===== src/rtl/adder_sched_pkg.sv =====
// adder_sched_pkg: default sizes and round-robin index search for the shared adder scheduler
package adder_sched_pkg;

   localparam int DEF_NUM_REQ = 4;
   localparam int DEF_WIDTH   = 16;

   function automatic logic [4:0] rr_next(input logic [15:0] v, input int ptr, input int n);
      logic [3:0] k;
      rr_next = 5'd0;
      for (int i = 16; i >= 1; i--) begin
         k = 4'((ptr + i) % n);
         if (i <= n && v[k]) rr_next = {1'b1, k};
      end
   endfunction

endpackage


===== src/rtl/adder_split_stage.sv =====
// adder_split_stage: registered W-bit adder slice with enable, {a,b,ci} -> {co,y}
module adder_split_stage #(
   parameter int W = 8
)(
   input  logic         clk,
   input  logic         reset,
   input  logic         en,
   input  logic [W-1:0] a,
   input  logic [W-1:0] b,
   input  logic         ci,
   output logic [W-1:0] y,
   output logic         co
);

   always_ff @(posedge clk) begin
      if (reset) {co, y} <= '0;
      else if (en) {co, y} <= {1'b0, a} + {1'b0, b} + {{W{1'b0}}, ci};
   end

endmodule


===== src/rtl/adder_rr_scheduler.sv =====
// adder_rr_scheduler: round-robin sharing of a two-stage split-carry adder among NUM_REQ requesters
module adder_rr_scheduler
   import adder_sched_pkg::*;
#(
   parameter int NUM_REQ = DEF_NUM_REQ,
   parameter int WIDTH   = DEF_WIDTH,
   localparam int ID_W   = $clog2(NUM_REQ),
   localparam int HW     = WIDTH / 2
)(
   input  logic                     clk,
   input  logic                     reset,
   input  logic [NUM_REQ-1:0]       req_valid,
   output logic [NUM_REQ-1:0]       req_ready,
   input  logic [NUM_REQ*WIDTH-1:0] req_a,
   input  logic [NUM_REQ*WIDTH-1:0] req_b,
   input  logic [NUM_REQ-1:0]       req_ci,
   output logic                     rsp_valid,
   input  logic                     rsp_ready,
   output logic [ID_W-1:0]          rsp_id,
   output logic [WIDTH-1:0]         rsp_y,
   output logic                     rsp_co,
   output logic                     idle
);

   logic              advance, fire, s1_valid, ci_sel, co_lo;
   logic [4:0]        pick;
   logic [ID_W-1:0]   ptr, s1_id;
   logic [WIDTH-1:0]  a_sel, b_sel;
   logic [HW-1:0]     s1_a_hi, s1_b_hi, y_lo, s2_y_lo, y_hi;

   assign advance   = ~rsp_valid | rsp_ready;
   assign pick      = rr_next(16'(req_valid), int'(ptr), NUM_REQ);
   assign req_ready = (advance & ~reset & pick[4]) ? NUM_REQ'(1) << pick[3:0] : '0;
   assign fire      = |(req_valid & req_ready);

   always_comb begin
      a_sel  = '0;
      b_sel  = '0;
      ci_sel = 1'b0;
      for (int i = 0; i < NUM_REQ; i++)
         if (req_ready[i]) begin
            a_sel  = req_a[i*WIDTH +: WIDTH];
            b_sel  = req_b[i*WIDTH +: WIDTH];
            ci_sel = req_ci[i];
         end
   end

   adder_split_stage #(.W(HW)) u_lo (
      .clk(clk), .reset(reset), .en(fire),
      .a(a_sel[HW-1:0]), .b(b_sel[HW-1:0]), .ci(ci_sel),
      .y(y_lo), .co(co_lo)
   );

   // Pointer only moves on a real transfer, so stalls never cost anyone their turn.
   always_ff @(posedge clk) begin
      if (reset) begin
         ptr       <= ID_W'(NUM_REQ - 1);
         s1_valid  <= 1'b0;
         s1_id     <= '0;
         s1_a_hi   <= '0;
         s1_b_hi   <= '0;
         rsp_valid <= 1'b0;
         rsp_id    <= '0;
         s2_y_lo   <= '0;
      end else begin
         s1_valid <= fire | (s1_valid & ~advance);
         if (fire) begin
            ptr     <= pick[ID_W-1:0];
            s1_id   <= pick[ID_W-1:0];
            s1_a_hi <= a_sel[WIDTH-1:HW];
            s1_b_hi <= b_sel[WIDTH-1:HW];
         end
         if (advance) rsp_valid <= s1_valid;
         if (advance & s1_valid) begin
            rsp_id  <= s1_id;
            s2_y_lo <= y_lo;
         end
      end
   end

   adder_split_stage #(.W(HW)) u_hi (
      .clk(clk), .reset(reset), .en(advance & s1_valid),
      .a(s1_a_hi), .b(s1_b_hi), .ci(co_lo),
      .y(y_hi), .co(rsp_co)
   );

   assign rsp_y = {y_hi, s2_y_lo};
   assign idle  = ~s1_valid & ~rsp_valid;

endmodule


===== config.mk =====
export PLATFORM = sky130hd
export DESIGN_NAME = adder_rr_scheduler
export DESIGN_NICKNAME = d
export VERILOG_FILES = /design/src/rtl/adder_sched_pkg.sv /design/src/rtl/adder_split_stage.sv /design/src/rtl/adder_rr_scheduler.sv
export SDC_FILE = /design/constraint.sdc
export NUM_CORES = 1
export LEC_CHECK = 0
export BUFFER_PORTS_ARGS = -buffer_cell sky130_fd_sc_hd__buf_2
export CAP_MARGIN = 15
export CORE_UTILIZATION = 45
export DETAILED_ROUTE_END_ITERATION = 10
export GPL_TIMING_DRIVEN = 0
export HOLD_SLACK_MARGIN = 0.05
export PLACE_DENSITY = 0.77
export SLEW_MARGIN = 5
export SYNTH_ARGS = -nofsm -noshare
export SYNTH_HDL_FRONTEND = slang
export SYNTH_HIERARCHICAL = 1
export SYNTH_SLANG_ARGS = --single-unit

===== constraint.sdc =====
create_clock -name clk -period 6.3 [get_ports clk]
set_input_delay 1.26 -clock clk [delete_from_list [all_inputs] [get_ports clk]]
set_output_delay 1.26 -clock clk [all_outputs]
set_load 0.005 [all_outputs]

==> results.json <==
{
  "die-area_sq_um": 8500,
  "clkSinkCount": 50,
  "yosys_register_bits": 50,
  "startpoint": "req_valid[0]",
  "slew_viol_final": 0,
  "synth_fp_nets": 560,
  "portBuffers": 163,
  "cp-end-kind": "flop",
  "clk_latency_ps": 310,
  "setup_tns_ps": 0,
  "fmax_mhz": 236,
  "powerDensity_nw_per_um2": 224,
  "num-nets-final": 730,
  "track_usage": 0.266,
  "dp_hpwl_um": 9010,
  "fin_crit_sh": 0.671,
  "num_rows": 32,
  "p_leak_nw": 2.11,
  "path_max_fanout": 10,
  "ant_nets": 0,
  "r2r-end": "u_lo/y[6]$_SDFFE_PP0P_",
  "hp-class": "flop to flop",
  "vias": 3956,
  "initial_core_util": 0.469,
  "relSlewSlack": 0.613,
  "fin_crit_ps": 4230,
  "antenna_found_initial": 0,
  "area_growth_syn_to_layout_pct": 28.4,
  "start_kind": "primary input",
  "status": "complete, no violations",
  "die_h_um": 92.2,
  "ctsHtreeMaxLevel": 2,
  "yosysUniqueCellTypes": 51,
  "hold_start": "s2_y_lo[0]$_SDFFE_PP0P_",
  "cts-resized-gates": 0,
  "drc_errors": 0,
  "holdPathEnd": "s2_y_lo[0]$_SDFFE_PP0P_",
  "die_x_um": 92.2,
  "netlist_instances": 403,
  "finalSetupViolCount": 0,
  "ctsHoldBuffers": 0,
  "worstPathArrival_ps": 4460,
  "grt_pass1_vias": 3716,
  "cts_root_buf": "clkbuf_8",
  "skew_ps": 20.1,
  "drt-total-wl_um": 11200,
  "worst_pin_slew_ps": 579,
  "maxCapViolations": 0,
  "yosysWarnings": 6,
  "crit_family": "adder cells",
  "hold_viol": 0,
  "grt_start_max_net_pins": 19,
  "path_common_cell": "fa_1",
  "rsz0062_at_grt": "false",
  "cts_tree": "done",
  "via_per_inst": 5.85,
  "worst-path-buf-inv": 2,
  "num_antenna_cells": 0,
  "worst-setup-path-type": "primary input to flop",
  "syn_area_sq_um": 3660,
  "place.gp.congestion": 0.985,
  "coreArea_sq_um": 7810,
  "postPlaceCellArea_sq_um": 4600,
  "drive_gt1_frac": 0.397,
  "hold_path_depth": 2,
  "r2r_start": "ptr[1]$_SDFFE_PP1P_",
  "cpPeakStageDelay_ps": 500,
  "drt_iter0_drc": 300,
  "cp_cell_sequence": "buf_2 > nand2b_1 > o22ai_1 > or2_4 > buf_6 > mux4_2 > and2_1 > fa_1 > fa_1 > nand3_2 > a31oi_2 > o21a_1 > o32ai_2",
  "rr_worst_depth": 12,
  "ys.flop_type": "dfxtp_1",
  "gr-total-overflow": 0,
  "cpMaxStageDelayCell": "mux4_2",
  "first_pass_iters": 5,
  "grt_pass1_wl_um": 18100,
  "layout_commonest_cell": "buf_2",
  "path_clk_slew_ps": 100,
  "seq_area_frac_synth": 0.274,
  "async_reset_ff_frac": 0,
  "r2r_slack_ps": 2700,
  "synth.avg_cell_area_sq_um": 9.08,
  "cts_inserted_buffers": 5,
  "synth_edf_count": 0,
  "wl_per_cell_um": 16.6,
  "postCtsSetupRepairBufs": 0,
  "final_cell_mix": "buf_2 (169), a21oi_1 (57), nand2_1 (51)",
  "ir_drop_mv": 0.112,
  "cp.required_ps": 6530,
  "io_pins": 164,
  "clk_path_buf_depth": 2,
  "final_cell_area_sq_um": 4700
}
## routing by layer
layer,up-vias,track usage,routed length (um)
met5,-,0,0
met4,0,0.0938,271
met3,22,0.0282,740
met2,183,0.420,5260
met1,1876,0.377,4970
li1,1875,-,-
## state kept, by name, summed over array words and instances (netlist names)
register and flops:
ptr 2, rsp_id 2, s1_valid 1, rsp_valid 1
s1_a_hi 8, u_hi/co 1, u_lo/co 1, u_hi/y 8
s1_id 2, s1_b_hi 8, s2_y_lo 8, u_lo/y 8
## worst reg2reg max path: cells and delay by family, from the launching register on
kind	cells	cell delay, ps
buf+inv	2	320
fa+ha+maj	2	930
simple gates	3	490
compound gates	4	830
flops	1	460
mux	1	500
## power breakdown
group | switching (mW) | internal (mW) | total, mW
Sequential | 0.0390 | 0.359 | 0.398
Combinational | 0.231 | 0.221 | 0.451
Clock | 0.119 | 0.0825 | 0.202
Total | 0.389 | 0.662 | 1.05
## cell families (layout without fill, tap and decap cells)
| logic type | Yosys count | count (layout) | synth area share |
|---|---|---|---|
| buf+inv | 37 | 208 | 0.0523 |
| xor+xnor | 8 | 8 | 0.0191 |
| flops | 50 | 50 | 0.274 |
| mux | 26 | 26 | 0.133 |
| compound gates | 157 | 157 | 0.315 |
| fa+ha+maj | 18 | 18 | 0.0697 |
| simple gates | 107 | 107 | 0.138 |
## area by class of cell
type | instances | area [sq um]
inverter | 8 | 30.0
timing repair buffer | 163 | 816
fill | 712 | 3110
buffer | 29 | 161
sequential | 50 | 1000
tap | 102 | 128
multi-input combinational | 316 | 2470
clock inverter | 3 | 28.8
clock buffer | 5 | 68.8
## worst max-delay path by stage
stage	endpoint	cells after the start	slack (ps)
5_1_grt	u_lo/y[6]$_SDFFE_PP0P_	13	1930
2_1_floorplan	u_lo/y[6]$_SDFFE_PP0P_	12	2130
3_3_place_gp	u_lo/y[6]$_SDFFE_PP0P_	13	1840
6_report	u_lo/y[6]$_SDFFE_PP0P_	13	2070
3_5_place_dp	u_lo/y[6]$_SDFFE_PP0P_	13	1770
4_1_cts	u_lo/y[6]$_SDFFE_PP0P_	13	2090
## cells in the mapped netlist, types with 7 or more instances
cell type | count | area (sq um)
and2_1 | 17 | 106
dfxtp_1 | 50 | 1000
o221ai_1 | 16 | 140
a2bb2oi_1 | 16 | 140
mux4_2 | 17 | 383
a211oi_1 | 7 | 52.6
nor2_1 | 19 | 71.3
nand2_1 | 51 | 191
ha_1 | 14 | 175
clkbuf_1 | 17 | 63.8
inv_1 | 7 | 26.3
a21oi_1 | 57 | 285
xnor2_1 | 8 | 70.1
o32ai_1 | 18 | 158
## stage by stage
step / util / power [mW] / hold slack [ps] / cells / worst slack, ps
after detailed placement: 0.590 / 0.849 / 445 / 668 / 1770
final: 0.602 / 1.05 / 458 / 676 / 2070
after CTS: 0.602 / 1.05 / 456 / 676 / 2090
after floorplan: - / 0.710 / 429 / 403 / 2130
after global placement: 0.590 / 0.837 / 443 / 668 / 1840
after global routing: 0.602 / 1.11 / 476 / 676 / 1930
Power figures use the tool's default switching activity.
